==> config.mk <==
export PLATFORM = sky130hd
export DESIGN_NAME = alu_mc_flat
export DESIGN_NICKNAME = d
export VERILOG_FILES = /design/src/rtl/alu_mc_if.sv /design/src/rtl/alu_mc.sv /design/src/flat_wrapper.sv
export SDC_FILE = /design/constraint.sdc
export NUM_CORES = 1
export LEC_CHECK = 0
export ABC_AREA = 1
export CAP_MARGIN = 10
export CORE_MARGIN = 3
export CORE_UTILIZATION = 45
export CTS_CLUSTER_DIAMETER = 150
export DETAILED_ROUTE_END_ITERATION = 10
export PLACE_DENSITY = 0.71
export SETUP_SLACK_MARGIN = 0.1
export SLEW_MARGIN = 20
export SYNTH_ARGS = -nofsm -noshare
export SYNTH_HDL_FRONTEND = slang
export SYNTH_SLANG_ARGS = --single-unit
export TNS_END_PERCENT = 100
==> constraint.sdc <==
create_clock -name clock -period 3.25 [get_ports clock]
set_input_delay 0.65 -clock clock [delete_from_list [all_inputs] [get_ports clock]]
set_output_delay 0.65 -clock clock [all_outputs]
set_load 0.05 [all_outputs]
==> src/rtl/alu_mc_if.sv <==
// Operand/result bus of the multi-cycle ALU: launch controls toward the ALU,
// registered result, handshake and status flags back to the requester.
interface alu_mc_if #(
  parameter int WIDTH = 8
) ();
  logic [WIDTH-1:0] a;
  logic [WIDTH-1:0] b;
  logic [3:0]       op;
  logic             start;
  logic             en_flag;
  logic [WIDTH-1:0] result;
  logic [WIDTH-1:0] result_hi;
  logic             busy;
  logic             done;
  logic             zero;
  logic             carry;
  logic             negative;
  logic             overflow;

  modport master (
    output a, b, op, start, en_flag,
    input  result, result_hi, busy, done, zero, carry, negative, overflow
  );

  modport slave (
    input  a, b, op, start, en_flag,
    output result, result_hi, busy, done, zero, carry, negative, overflow
  );
endinterface

==> src/rtl/alu_mc.sv <==
// Multi-cycle ALU: single-cycle add/sub/logic/shift ops plus a WIDTH-cycle
// unsigned shift-add multiply, registered result and zero/carry/negative/
// overflow status flags. Carry feeds back into ADC/SBC for multi-word math.
module alu_mc #(
  parameter int WIDTH = 8
) (
  input  logic    clock,
  input  logic    reset_n,
  alu_mc_if.slave bus
);

  localparam int CW = $clog2(WIDTH + 1);

  typedef enum logic {
    S_IDLE,
    S_MUL
  } state_e;

  typedef enum logic [3:0] {
    OP_ADD = 4'd0,
    OP_SUB = 4'd1,
    OP_ADC = 4'd2,
    OP_SBC = 4'd3,
    OP_AND = 4'd4,
    OP_OR  = 4'd5,
    OP_XOR = 4'd6,
    OP_SHL = 4'd7,
    OP_SHR = 4'd8,
    OP_MUL = 4'd9
  } op_e;

  state_e             state_q, state_d;
  logic [CW-1:0]      cnt_q, cnt_d;
  logic [2*WIDTH-1:0] mcand_q, mcand_d;
  logic [WIDTH-1:0]   mplier_q, mplier_d;
  logic [2*WIDTH-1:0] prod_q, prod_d;
  logic               men_q, men_d;
  logic [WIDTH-1:0]   result_q, result_d;
  logic [WIDTH-1:0]   hi_q, hi_d;
  logic               done_q, done_d;
  logic               zero_q, zero_d;
  logic               carry_q, carry_d;
  logic               neg_q, neg_d;
  logic               ovf_q, ovf_d;

  logic [WIDTH-1:0]   add_b;
  logic               add_cin;
  logic [WIDTH:0]     add_sum;
  logic               add_v;
  logic [WIDTH-1:0]   alu_res;
  logic               alu_c;
  logic               alu_v;
  logic [2*WIDTH-1:0] step_prod;

  // State and datapath registers; reset aborts any multiply in flight
  always_ff @(posedge clock or negedge reset_n) begin
    if (!reset_n) begin
      state_q  <= S_IDLE;
      cnt_q    <= '0;
      mcand_q  <= '0;
      mplier_q <= '0;
      prod_q   <= '0;
      men_q    <= 1'b0;
      result_q <= '0;
      hi_q     <= '0;
      done_q   <= 1'b0;
      zero_q   <= 1'b0;
      carry_q  <= 1'b0;
      neg_q    <= 1'b0;
      ovf_q    <= 1'b0;
    end else begin
      state_q  <= state_d;
      cnt_q    <= cnt_d;
      mcand_q  <= mcand_d;
      mplier_q <= mplier_d;
      prod_q   <= prod_d;
      men_q    <= men_d;
      result_q <= result_d;
      hi_q     <= hi_d;
      done_q   <= done_d;
      zero_q   <= zero_d;
      carry_q  <= carry_d;
      neg_q    <= neg_d;
      ovf_q    <= ovf_d;
    end
  end

  // Next state: MUL is entered from an accepted start and left after the last iteration
  always_comb begin
    state_d = state_q;
    case (state_q)
      S_IDLE:  if (bus.start && (bus.op == OP_MUL)) state_d = S_MUL;
      S_MUL:   if (cnt_q <= CW'(1)) state_d = S_IDLE;
      default: state_d = S_IDLE;
    endcase
  end

  // Single-cycle ALU; SUB/SBC reuse the adder with inverted B
  always_comb begin
    add_b   = bus.b;
    add_cin = 1'b0;
    case (bus.op)
      OP_SUB:  begin add_b = ~bus.b; add_cin = 1'b1;    end
      OP_ADC:  begin add_b = bus.b;  add_cin = carry_q; end
      OP_SBC:  begin add_b = ~bus.b; add_cin = carry_q; end
      default: ;
    endcase
    add_sum = {1'b0, bus.a} + {1'b0, add_b} + {{WIDTH{1'b0}}, add_cin};
    add_v   = (bus.a[WIDTH-1] == add_b[WIDTH-1]) &&
              (add_sum[WIDTH-1] != bus.a[WIDTH-1]);

    alu_res = bus.a;
    alu_c   = 1'b0;
    alu_v   = 1'b0;
    case (bus.op)
      OP_ADD, OP_SUB, OP_ADC, OP_SBC: begin
        alu_res = add_sum[WIDTH-1:0];
        alu_c   = add_sum[WIDTH];
        alu_v   = add_v;
      end
      OP_AND:  alu_res = bus.a & bus.b;
      OP_OR:   alu_res = bus.a | bus.b;
      OP_XOR:  alu_res = bus.a ^ bus.b;
      OP_SHL: begin
        alu_res = {bus.a[WIDTH-2:0], 1'b0};
        alu_c   = bus.a[WIDTH-1];
      end
      OP_SHR: begin
        alu_res = {1'b0, bus.a[WIDTH-1:1]};
        alu_c   = bus.a[0];
      end
      default: alu_res = bus.a;
    endcase
  end

  // One shift-add step: accumulate the multiplicand when the multiplier LSB is set
  always_comb begin
    step_prod = prod_q + (mplier_q[0] ? mcand_q : '0);
  end

  // Output/datapath updates: launch, multiply iteration, result and flag writes
  always_comb begin
    cnt_d    = cnt_q;
    mcand_d  = mcand_q;
    mplier_d = mplier_q;
    prod_d   = prod_q;
    men_d    = men_q;
    result_d = result_q;
    hi_d     = hi_q;
    done_d   = 1'b0;
    zero_d   = zero_q;
    carry_d  = carry_q;
    neg_d    = neg_q;
    ovf_d    = ovf_q;
    case (state_q)
      S_IDLE: begin
        if (bus.start) begin
          if (bus.op == OP_MUL) begin
            mcand_d  = {{WIDTH{1'b0}}, bus.a};
            mplier_d = bus.b;
            prod_d   = '0;
            men_d    = bus.en_flag;
            cnt_d    = CW'(WIDTH);
          end else begin
            result_d = alu_res;
            hi_d     = '0;
            done_d   = 1'b1;
            if (bus.en_flag) begin
              zero_d  = (alu_res == '0);
              carry_d = alu_c;
              neg_d   = alu_res[WIDTH-1];
              ovf_d   = alu_v;
            end
          end
        end
      end
      S_MUL: begin
        prod_d   = step_prod;
        mcand_d  = mcand_q << 1;
        mplier_d = mplier_q >> 1;
        cnt_d    = cnt_q - CW'(1);
        if (cnt_q <= CW'(1)) begin
          result_d = step_prod[WIDTH-1:0];
          hi_d     = step_prod[2*WIDTH-1:WIDTH];
          done_d   = 1'b1;
          if (men_q) begin
            zero_d  = (step_prod == '0);
            carry_d = |step_prod[2*WIDTH-1:WIDTH];
            neg_d   = step_prod[WIDTH-1];
            ovf_d   = |step_prod[2*WIDTH-1:WIDTH];
          end
        end
      end
      default: ;
    endcase
  end

  assign bus.result    = result_q;
  assign bus.result_hi = hi_q;
  assign bus.busy      = (state_q == S_MUL);
  assign bus.done      = done_q;
  assign bus.zero      = zero_q;
  assign bus.carry     = carry_q;
  assign bus.negative  = neg_q;
  assign bus.overflow  = ovf_q;

endmodule
==> src/flat_wrapper.sv <==
// flat-port wrapper written by rule: the top's interface ports become plain ports
module alu_mc_flat 
#(
  parameter int WIDTH = 8
)
  (clock, reset_n, bus_a, bus_b, bus_op, bus_start, bus_en_flag, bus_result, bus_result_hi, bus_busy, bus_done, bus_zero, bus_carry, bus_negative, bus_overflow);
  alu_mc_if #(.WIDTH(WIDTH)) bus_i ();
  input  logic clock;
  input  logic reset_n;
  input wire logic [$bits(bus_i.a)-1:0] bus_a;
  input wire logic [$bits(bus_i.b)-1:0] bus_b;
  input wire logic [$bits(bus_i.op)-1:0] bus_op;
  input wire logic [$bits(bus_i.start)-1:0] bus_start;
  input wire logic [$bits(bus_i.en_flag)-1:0] bus_en_flag;
  output wire logic [$bits(bus_i.result)-1:0] bus_result;
  output wire logic [$bits(bus_i.result_hi)-1:0] bus_result_hi;
  output wire logic [$bits(bus_i.busy)-1:0] bus_busy;
  output wire logic [$bits(bus_i.done)-1:0] bus_done;
  output wire logic [$bits(bus_i.zero)-1:0] bus_zero;
  output wire logic [$bits(bus_i.carry)-1:0] bus_carry;
  output wire logic [$bits(bus_i.negative)-1:0] bus_negative;
  output wire logic [$bits(bus_i.overflow)-1:0] bus_overflow;
  assign bus_i.a = bus_a;
  assign bus_i.b = bus_b;
  assign bus_i.op = bus_op;
  assign bus_i.start = bus_start;
  assign bus_i.en_flag = bus_en_flag;
  assign bus_result = bus_i.result;
  assign bus_result_hi = bus_i.result_hi;
  assign bus_busy = bus_i.busy;
  assign bus_done = bus_i.done;
  assign bus_zero = bus_i.zero;
  assign bus_carry = bus_i.carry;
  assign bus_negative = bus_i.negative;
  assign bus_overflow = bus_i.overflow;
  alu_mc #(.WIDTH(WIDTH)) u_core (.clock(clock), .reset_n(reset_n), .bus(bus_i));
endmodule
== Yosys cells after proc, flatten, opt, wreduce, memory -nomap -nowiden ==
Cells that the tools add are included.

* Output and inout bits: 22
* Register bits: 67

* Reduce and logical (&&, ||, !) cells: 13
* Bitwise operators: 5
* Add/sub/neg operators: 4
* Magnitude comparators: 1
* Equality and inequality tests: 17
* Mux-type cells: 55

{| class="wikitable"
|+ Operators with widths
! operator !! count
|-
| 16-bit two-way mux || 5
|-
| 8-bit two-way mux || 9
|-
| 16-bit one-hot mux with 2 select lines || 2
|-
| 8-bit one-hot mux with 2 select lines || 3
|-
| 8-bit one-hot mux with 6 select lines || 1
|-
| 1-bit two-way mux || 24
|-
| 16-bit adder || 1
|-
| 4-bit by 3-bit equality test with 1-bit output (second input constant) || 4
|-
| 16-bit zero test || 1
|-
| 1-bit one-hot mux with 2 select lines || 7
|-
| 2-bit != test (second input constant) || 5
|-
| 8-bit by 8-bit adder with 9-bit output || 1
|-
| 9-bit by 1-bit adder with 9-bit output || 1
|-
| 8-bit bitwise AND || 1
|-
| 4-bit by 2-bit equality test with 1-bit output (second input constant) || 2
|-
| 4-bit equality test (second input constant) || 2
|-
| 8-bit zero test || 1
|-
| 4-bit two-way mux || 2
|-
| 8-bit NOT || 1
|-
| 8-bit bitwise OR || 1
|-
| 4-bit one-hot mux with 2 select lines || 1
|-
| 8-bit OR reduction || 1
|-
| 8-bit XOR || 1
|-
| 3-bit AND reduction || 2
|-
| 14 further kinds || 16
|}

== Longest topological paths before layout ==
Gate-level depths: netlist (run 1).

* Depth in word-level cells: 12
* Gate-level depth with buffers: 20
* Gate-level depth less buffers: 19

== Worst setup path before layout (run 1) ==
No wires, ideal clock.

* Path kind: input -> register
* From: in bus_op[3]
* To: reg u_core.zero_q (netlist: u_core.bus.zero)
* Required time: 3.188 ns
* Stages on the path: 18
* Data arrival time: 3.173 ns
* Slack: 0.014 ns
* Path through: buf_4 -> nor2_2 -> buf_2 -> nand2_1 -> xor2_1 -> fa_1 -> fa_1 -> inv_1 -> nand2_1 -> nand3_1 -> nand4_1 -> nor2_1 -> nand3_1 -> nor2_1 -> nand3_1 -> nand3_1 -> nand2_1 -> inv_1

* Word-level cells in the longest chain between the ends: 11
* Elaborated cells on any way between the ends: 25

{| class="wikitable"
|+ Ends and longest elaborated chain
! item !! line !! text
|-
| start, declared || flat_wrapper.sv:12 || <nowiki>input wire logic [$bits(bus_i.op)-1:0] bus_op;</nowiki>
|-
| 4-bit by 1-bit equality test with 1-bit output or 4-bit by 2-bit equality test with 1-bit output (tied branches) || alu_mc.sv:102, alu_mc.sv:115 ||
|-
| 2-bit OR reduction (no source line) || - ||
|-
| 8-bit two-way mux || - ||
|-
| 8-bit by 8-bit adder with 9-bit output || alu_mc.sv:108 || <nowiki>add_sum = {1'b0, bus.a} + {1'b0, add_b} + {{WIDTH{1'b0}}, add_cin};</nowiki>
|-
| 9-bit by 1-bit adder with 9-bit output || alu_mc.sv:108 ||
|-
| 8-bit one-hot mux with 6 select lines || alu_mc.sv:115 || <nowiki>case (bus.op)</nowiki>
|-
| 8-bit zero test || alu_mc.sv:169 || <nowiki>zero_d = (alu_res == '0);</nowiki>
|-
| 1-bit two-way mux || alu_mc.sv:168 || <nowiki>if (bus.en_flag) begin</nowiki>
|-
| 1-bit two-way mux || alu_mc.sv:158 || <nowiki>if (bus.op == OP_MUL) begin</nowiki>
|-
| 1-bit two-way mux || alu_mc.sv:157 || <nowiki>if (bus.start) begin</nowiki>
|-
| 1-bit one-hot mux with 2 select lines || alu_mc.sv:155 || <nowiki>case (state_q)</nowiki>
|-
| end signal, assigned || alu_mc.sv:81 || <nowiki>zero_q <= zero_d;</nowiki>
|-
| end, declared || alu_mc.sv:41 || <nowiki>logic zero_q, zero_d;</nowiki>
|}

Several ways; a longest one is shown, not always the timed one. The select of a mux whose other input is x is not followed.
A chain may end at the register's enable or synchronous reset.

== Worst setup path in the final report (run 1) ==
* From: in bus_op[2]
* To: reg u_core.zero_q (netlist: u_core.bus.zero)

Same word-level chain as after synthesis.

==> flow_summary.ini, run 1 <==
[pwr]
p_clk_share_pct = 15.7
powerDensity_nw_per_um2 = 917
p_sw_share_pct = 48.6
power_frac_comb_pct = 58.9
ir_drop_v = 0.000482
p_total_uw = 5710
pwr-share-seq_pct = 25.3
internal_power_uw = 2940
switchingPower_uw = 2770
p_leak_uw = 0.00340

[yosys]
synth_area_leaders = dfrtp_1 32%, nand2_1 18%, ha_1 9.6%, inv_1 8.4%, nand3_1 5.6%
syn_nets = 831
seq_area_frac_synth_pct = 32.1
synth_top_area_share_pct = 32.1
syn_area_per_cell_sq_um = 6.84
yosysWarnings = 0
synth_cells = 764
synth_area_sq_um = 5230
synth-seq-cells = 67
ys_types = 41
yosysTopAreaCell = dfrtp_1

[timing]
hold_violations = 0
final.period_utilization_pct = 89.4
whs_ns = 0.331
fmax_mhz = 344
slew_headroom_pct = 56.1
maxSlewViolCount = 0
fin_worst_skew_ns = 0.00558
grt_setup_unrepaired = false
worst_pin_slew_ns = 0.658
fin_crit_ns = 2.91
setup_viol = 0

[floorplan]
num_rows = 38
io_pins = 46
start_util_pct = 47.2
die_area_sq_um = 12900
die_y_microns = 114
coreArea_sq_um = 11100
die_x_microns = 114

[worst_setup_path]
crit_type = input port to flop
worst_path_largest_cell_delay_ns = 0.43
critPathRequiredTime_ns = 3.52
worst_setup_path_start_kind = input port
endpoint_kind = flop
arrival_ns = 3.18
path_max_fanout = 4
path_cells = clkdlybuf4s50_1, nor2_2, nand2_2, xor2_1, fa_2, fa_2, inv_1, nand2_1, nand3_1, nand4_1, nor2_2, nand3_1, nor2_1, nand3_1, nand3_1, nand2_1, inv_1
worst_path_most_repeated_cell = nand3_1
slowest_stage = clkdlybuf4s50_1

[layout]
fillerInstances = 1066
fin_util_pct = 56.2
drive_above_1_share_pct = 10.7
ff_latch_area_sq_um = 1680
fin_nets = 894
multi_input_area_sq_um = 2970
diodes = 0
area_delta_synth_final_pct = 19.1

[routing]
dr.pass1.iters = 7
drt_iter0_markers = 241
via_per_inst = 5.13
totalWireLength_microns = 14400
vias = 4987
drc = 0
postRouteAntennaNets = 0
wl_per_cell_microns = 14.8

[clock_network]
clk_pin_slew_ns = 0.05
htreeDepth = 3
tritoncts = built
clock_sinks = 67
cts_buffers = 9
cts_resized = 0
clock_latency_ns = 0.33
post_cts_buffers = 0
cts-root-buf = clkbuf_16
ctsHoldBuffers = 0
ctsLongestPathBuffers = 2

[place]
post-dp-hpwl_microns = 11500
gp_congestion = 0.910
portBuffers = 45

[global_route]
grt_pass1_vias = 5135
overflow = 0
grt_max_degree = 42
grt_usage_pct = 23.6
antenna_found_initial = 0
grt_pass1_wl_microns = 24500

[flow_run]
drv_cap = 0

[min_path]
hp-class = input port to async pin

[outcome]
outcome = complete, no violations
-- layout by cell type, fill, tap and decap left out, drive strengths merged --
cell / synthesis / routed
nand2: 255 / 255
inv: 128 / 128
dfrtp: 67 / 67
nor2: 66 / 66
nand3: 61 / 61
clkdlybuf4s50: 0 / 44
ha: 40 / 40
o21ai: 29 / 29
buf: 15 / 28
a21oi: 22 / 22
o22ai: 18 / 18
xor2: 14 / 14
clkbuf: 5 / 14
or2: 8 / 8
nand3b: 7 / 7
nand4: 6 / 6
a221oi: 4 / 4
a31oi: 4 / 4
clkinv: 1 / 3
xnor2: 3 / 3
nor3: 3 / 3
fa: 3 / 3
o2111ai: 1 / 1
o31ai: 1 / 1
and2: 1 / 1
o32ai: 1 / 1
nor4: 1 / 1
-- path summary, 6_finish.rpt --
kind,from,end,slack (ns),depth (start not counted)
min in group clock,u_core.cnt_q[3],u_core.cnt_q[3],0.48,1
max,bus_op[2],u_core.bus.zero,0.34,17
min,reset_n,u_core.mcand_q[11],0.33,2
max in group asynchronous,reset_n,u_core.prod_q[5],2.47,2
min reg2reg,u_core.cnt_q[3],u_core.cnt_q[3],0.48,1
max reg2reg,u_core.mcand_q[0],u_core.bus.carry,0.67,18
-- sequential cells by signal, summed over array words and instances, names as in the netlist --
| name | cells |
|---|---|
| u_core.bus.busy | 1 |
| u_core.bus.carry | 1 |
| u_core.bus.done | 1 |
| u_core.bus.negative | 1 |
| u_core.bus.overflow | 1 |
| u_core.bus.result | 8 |
| u_core.bus.result_hi | 8 |
| u_core.bus.zero | 1 |
| u_core.cnt_q | 4 |
| u_core.mcand_q | 16 |
| u_core.men_q | 1 |
| u_core.mplier_q | 8 |
| u_core.prod_q | 16 |
-- through the flow --
| stage | cells | setup TNS [ns] | area, sq um | worst slack (ns) |
|---|---|---|---|---|
| global placement | 956 | -0.107 | 5950 | -0.107 |
| finish | 972 | 0 | 6230 | 0.344 |
| global route | 972 | 0 | 6230 | 0.157 |
| detailed placement | 956 | -0.179 | 5950 | -0.176 |
| floorplan | 764 | 0 | 5230 | 0.126 |
| CTS | 972 | 0 | 6220 | 0.162 |
-- routing by layer --
| metal | vias to the layer above | part of all wire [%] | global-route usage [%] |
|---|---|---|---|
| met5 | - | 0 | 0 |
| li1 | 2528 | - | - |
| met1 | 2320 | 43 | 28.1 |
| met2 | 99 | 50 | 42.2 |
| met3 | 40 | 3.3 | 3.93 |
| met4 | 0 | 3.7 | 9.42 |
-- worst max-delay path: cells and delay by family --
| family | cells | cell delay (ns) |
|---|---|---|
| xor gates and xnor gates | 1 | 0.16 |
| and+or+nand+nor | 11 | 1.06 |
| adders and majority gates | 2 | 0.77 |
| buffers and inverters | 3 | 0.54 |
-- layout make-up --
cell class | instances | share of cell area, %
multi-input cells | 548 | 47.6
repair buffers | 72 | 10.4
clock buffers | 14 | 4.24
inverters | 129 | 7.83
well taps | 140 | 2.81
flip-flops and latches | 67 | 26.9
clock inverters | 2 | 0.161
-- power by group through the flow --
stage / combinational, uW / sequential (uW) / clock (uW)
floorplan: 2090 / 1780 / 0
global placement: 3280 / 1440 / 0
detailed placement: 3330 / 1460 / 0
CTS: 3360 / 1450 / 904
global route: 3780 / 1490 / 939
finish: 3370 / 1450 / 898
-- Yosys cell counts (all sizes together) --
master / instances
nand2: 255
inv: 128
dfrtp: 67
nor2: 66
nand3: 61
ha: 40
o21ai: 29
a21oi: 22
o22ai: 18
buf: 15
xor2: 14
or2: 8
nand3b: 7
nand4: 6
clkbuf: 5
a221oi: 4
a31oi: 4
fa: 3
nor3: 3
xnor2: 3
and2: 1
clkinv: 1
nor4: 1
o2111ai: 1
o31ai: 1
o32ai: 1
-- cell families after synthesis --
logic type	after synthesis	synth area share, %
compound gates	80	8.95
xor+xnor	17	2.85
fa+ha+maj	43	10.7
buf+inv	149	11.4
flops	67	32.1
simple gates	408	34.0
Note: power is estimated with default switching activity, not from simulation.
==> run 2, diff against run 1 <==
--- a/config.mk
+++ b/config.mk
@@ -11,6 +11,7 @@
 export CORE_UTILIZATION = 45
 export CTS_CLUSTER_DIAMETER = 150
 export DETAILED_ROUTE_END_ITERATION = 10
+export MAX_ROUTING_LAYER = met4
 export PLACE_DENSITY = 0.71
 export SETUP_SLACK_MARGIN = 0.1
 export SLEW_MARGIN = 20
==> flow_summary.ini, run 2 (same netlist as run 1, synthesis figures left out) <==
[pwr]
pwr-share-seq_pct = 24.9
p_total_uw = 5800
ir_drop_v = 0.000501
p_sw_share_pct = 47.5
p_clk_share_pct = 17.2
p_leak_uw = 0.00341
powerDensity_nw_per_um2 = 925
internal_power_uw = 3040
switchingPower_uw = 2760
power_frac_comb_pct = 57.9

[layout]
final_common_cell = nand2_1
fin_nets = 893
ff_latch_area_sq_um = 1680
fin_area_sq_um = 6260
fillerInstances = 1046
final_cell_mix = 246 x nand2_1, 117 x inv_1, 67 x dfrtp_1, 59 x nand3_1, 52 x nor2_1
stdcell_count = 971
drive_above_1_share_pct = 10.5
area_delta_synth_final_pct = 19.8
reg_top3 = u_core.mcand_q x16, u_core.prod_q x16
diodes = 0
multi_input_area_sq_um = 2960

[global_route]
overflow = 0
antenna_found_initial = 0
grt_max_degree = 36
grt_pass1_vias = 5037
grt_pass1_wl_microns = 24100
grt_usage_pct = 24.2

[routing]
via_per_inst = 5.13
postRouteAntennaNets = 0
vias = 4979
wl_per_cell_microns = 14.8
drc = 0
drt_iter0_markers = 401
dr.pass1.iters = 5
totalWireLength_microns = 14300

[worst_setup_path]
critPathRequiredTime_ns = 3.53
endpoint_kind = flop
setup.worst_path.start = bus_op[2]
crit_type = input port to flop
path_max_fanout = 4
worst_setup_path_start_kind = input port
arrival_ns = 3.26
r2r-start = u_core.mcand_q[0]

[place]
post-dp-hpwl_microns = 11500
dpl_cell_area_sq_um = 5950
gp_congestion = 0.924
portBuffers = 45
dpl.cell_count = 955

[timing]
tns_ns = 0
hold_violations = 0
final.period_utilization_pct = 91.9
fin_worst_skew_ns = 0.00641
worst_pin_slew_ns = 0.790
maxSlewViolCount = 0
fin_crit_ns = 2.99
slew_headroom_pct = 47.3
grt_setup_unrepaired = false
fmax_mhz = 335
setup_viol = 0

[floorplan]
die_x_microns = 114
num_rows = 38
die_area_sq_um = 12900
die_y_microns = 114
io_pins = 46
coreArea_sq_um = 11100
start_util_pct = 47.2

[min_path]
hp-class = input port to async pin

[outcome]
outcome = complete, no violations

[clock_network]
ctsHoldBuffers = 0
clock_latency_ns = 0.33
clk_pin_slew_ns = 0.05
cts_buffers = 9
clock_sinks = 67
ctsLongestPathBuffers = 2
cts-root-buf = clkbuf_16
tritoncts = built
cts_resized = 0
htreeDepth = 3
post_cts_buffers = 0

[flow_run]
drv_cap = 0
run 2: final cells by class:
class                           count  area share [%]
Clock inverter                      1           0.479
Tap cell                          140            2.80
Multi-Input combinational cell    548            47.3
Inverter                          129            7.79
Timing Repair Buffer               71            10.4
Sequential cell                    67            26.8
Clock buffer                       15            4.43
run 2: worst max-delay path, cell delays in order:
cell and delay, ns:
clkdlybuf4s50_1 0.43, nor2_2 0.15, nand2_2 0.08, xor2_1 0.16, fa_1 0.44, fa_2 0.40, inv_1 0.07, nand2_1 0.04
nand3_1 0.06, nand4_1 0.11, nor2_2 0.14, nand3_1 0.10, nor2_1 0.15, nand3_1 0.10, nand3_1 0.08, nand2_1 0.05
inv_1 0.04
run 2: per-stage QoR:
stage               util, %  setup slack, ns  hold WS [ns]
detailed placement     53.7           -0.212         0.468
CTS                    56.5            0.136         0.417
floorplan                 -            0.126         0.354
finish                 56.6            0.265         0.396
global placement       53.7           -0.123         0.463
global route           56.6            0.110         0.461
run 2: path summary, 6_finish.rpt:
check	to	slack, ns	cells past startpoint
worst min register to register	u_core.cnt_q[3]	0.48	1
min in group clock	u_core.cnt_q[3]	0.48	1
worst max register to register	u_core.bus.carry	0.71	18
max in group asynchronous	u_core.prod_q[7]	2.19	2
worst min-delay path	u_core.mcand_q[13]	0.40	1
worst max-delay path	u_core.bus.zero	0.26	17
run 2: layer usage:
layer	GRT usage [%]	share of wire, %
met2	42.0	51
met4	10.8	3.1
met5	-	0
met1	28.3	42
met3	2.76	3.3
run 2: power by group through the flow:
stage | Clock, uW | Sequential (uW) | Combinational, uW
global placement | 0 | 1440 | 3290
global route | 1040 | 1490 | 3790
CTS | 1010 | 1450 | 3360
finish | 997 | 1450 | 3350
detailed placement | 0 | 1460 | 3340
floorplan | 0 | 1780 | 2090
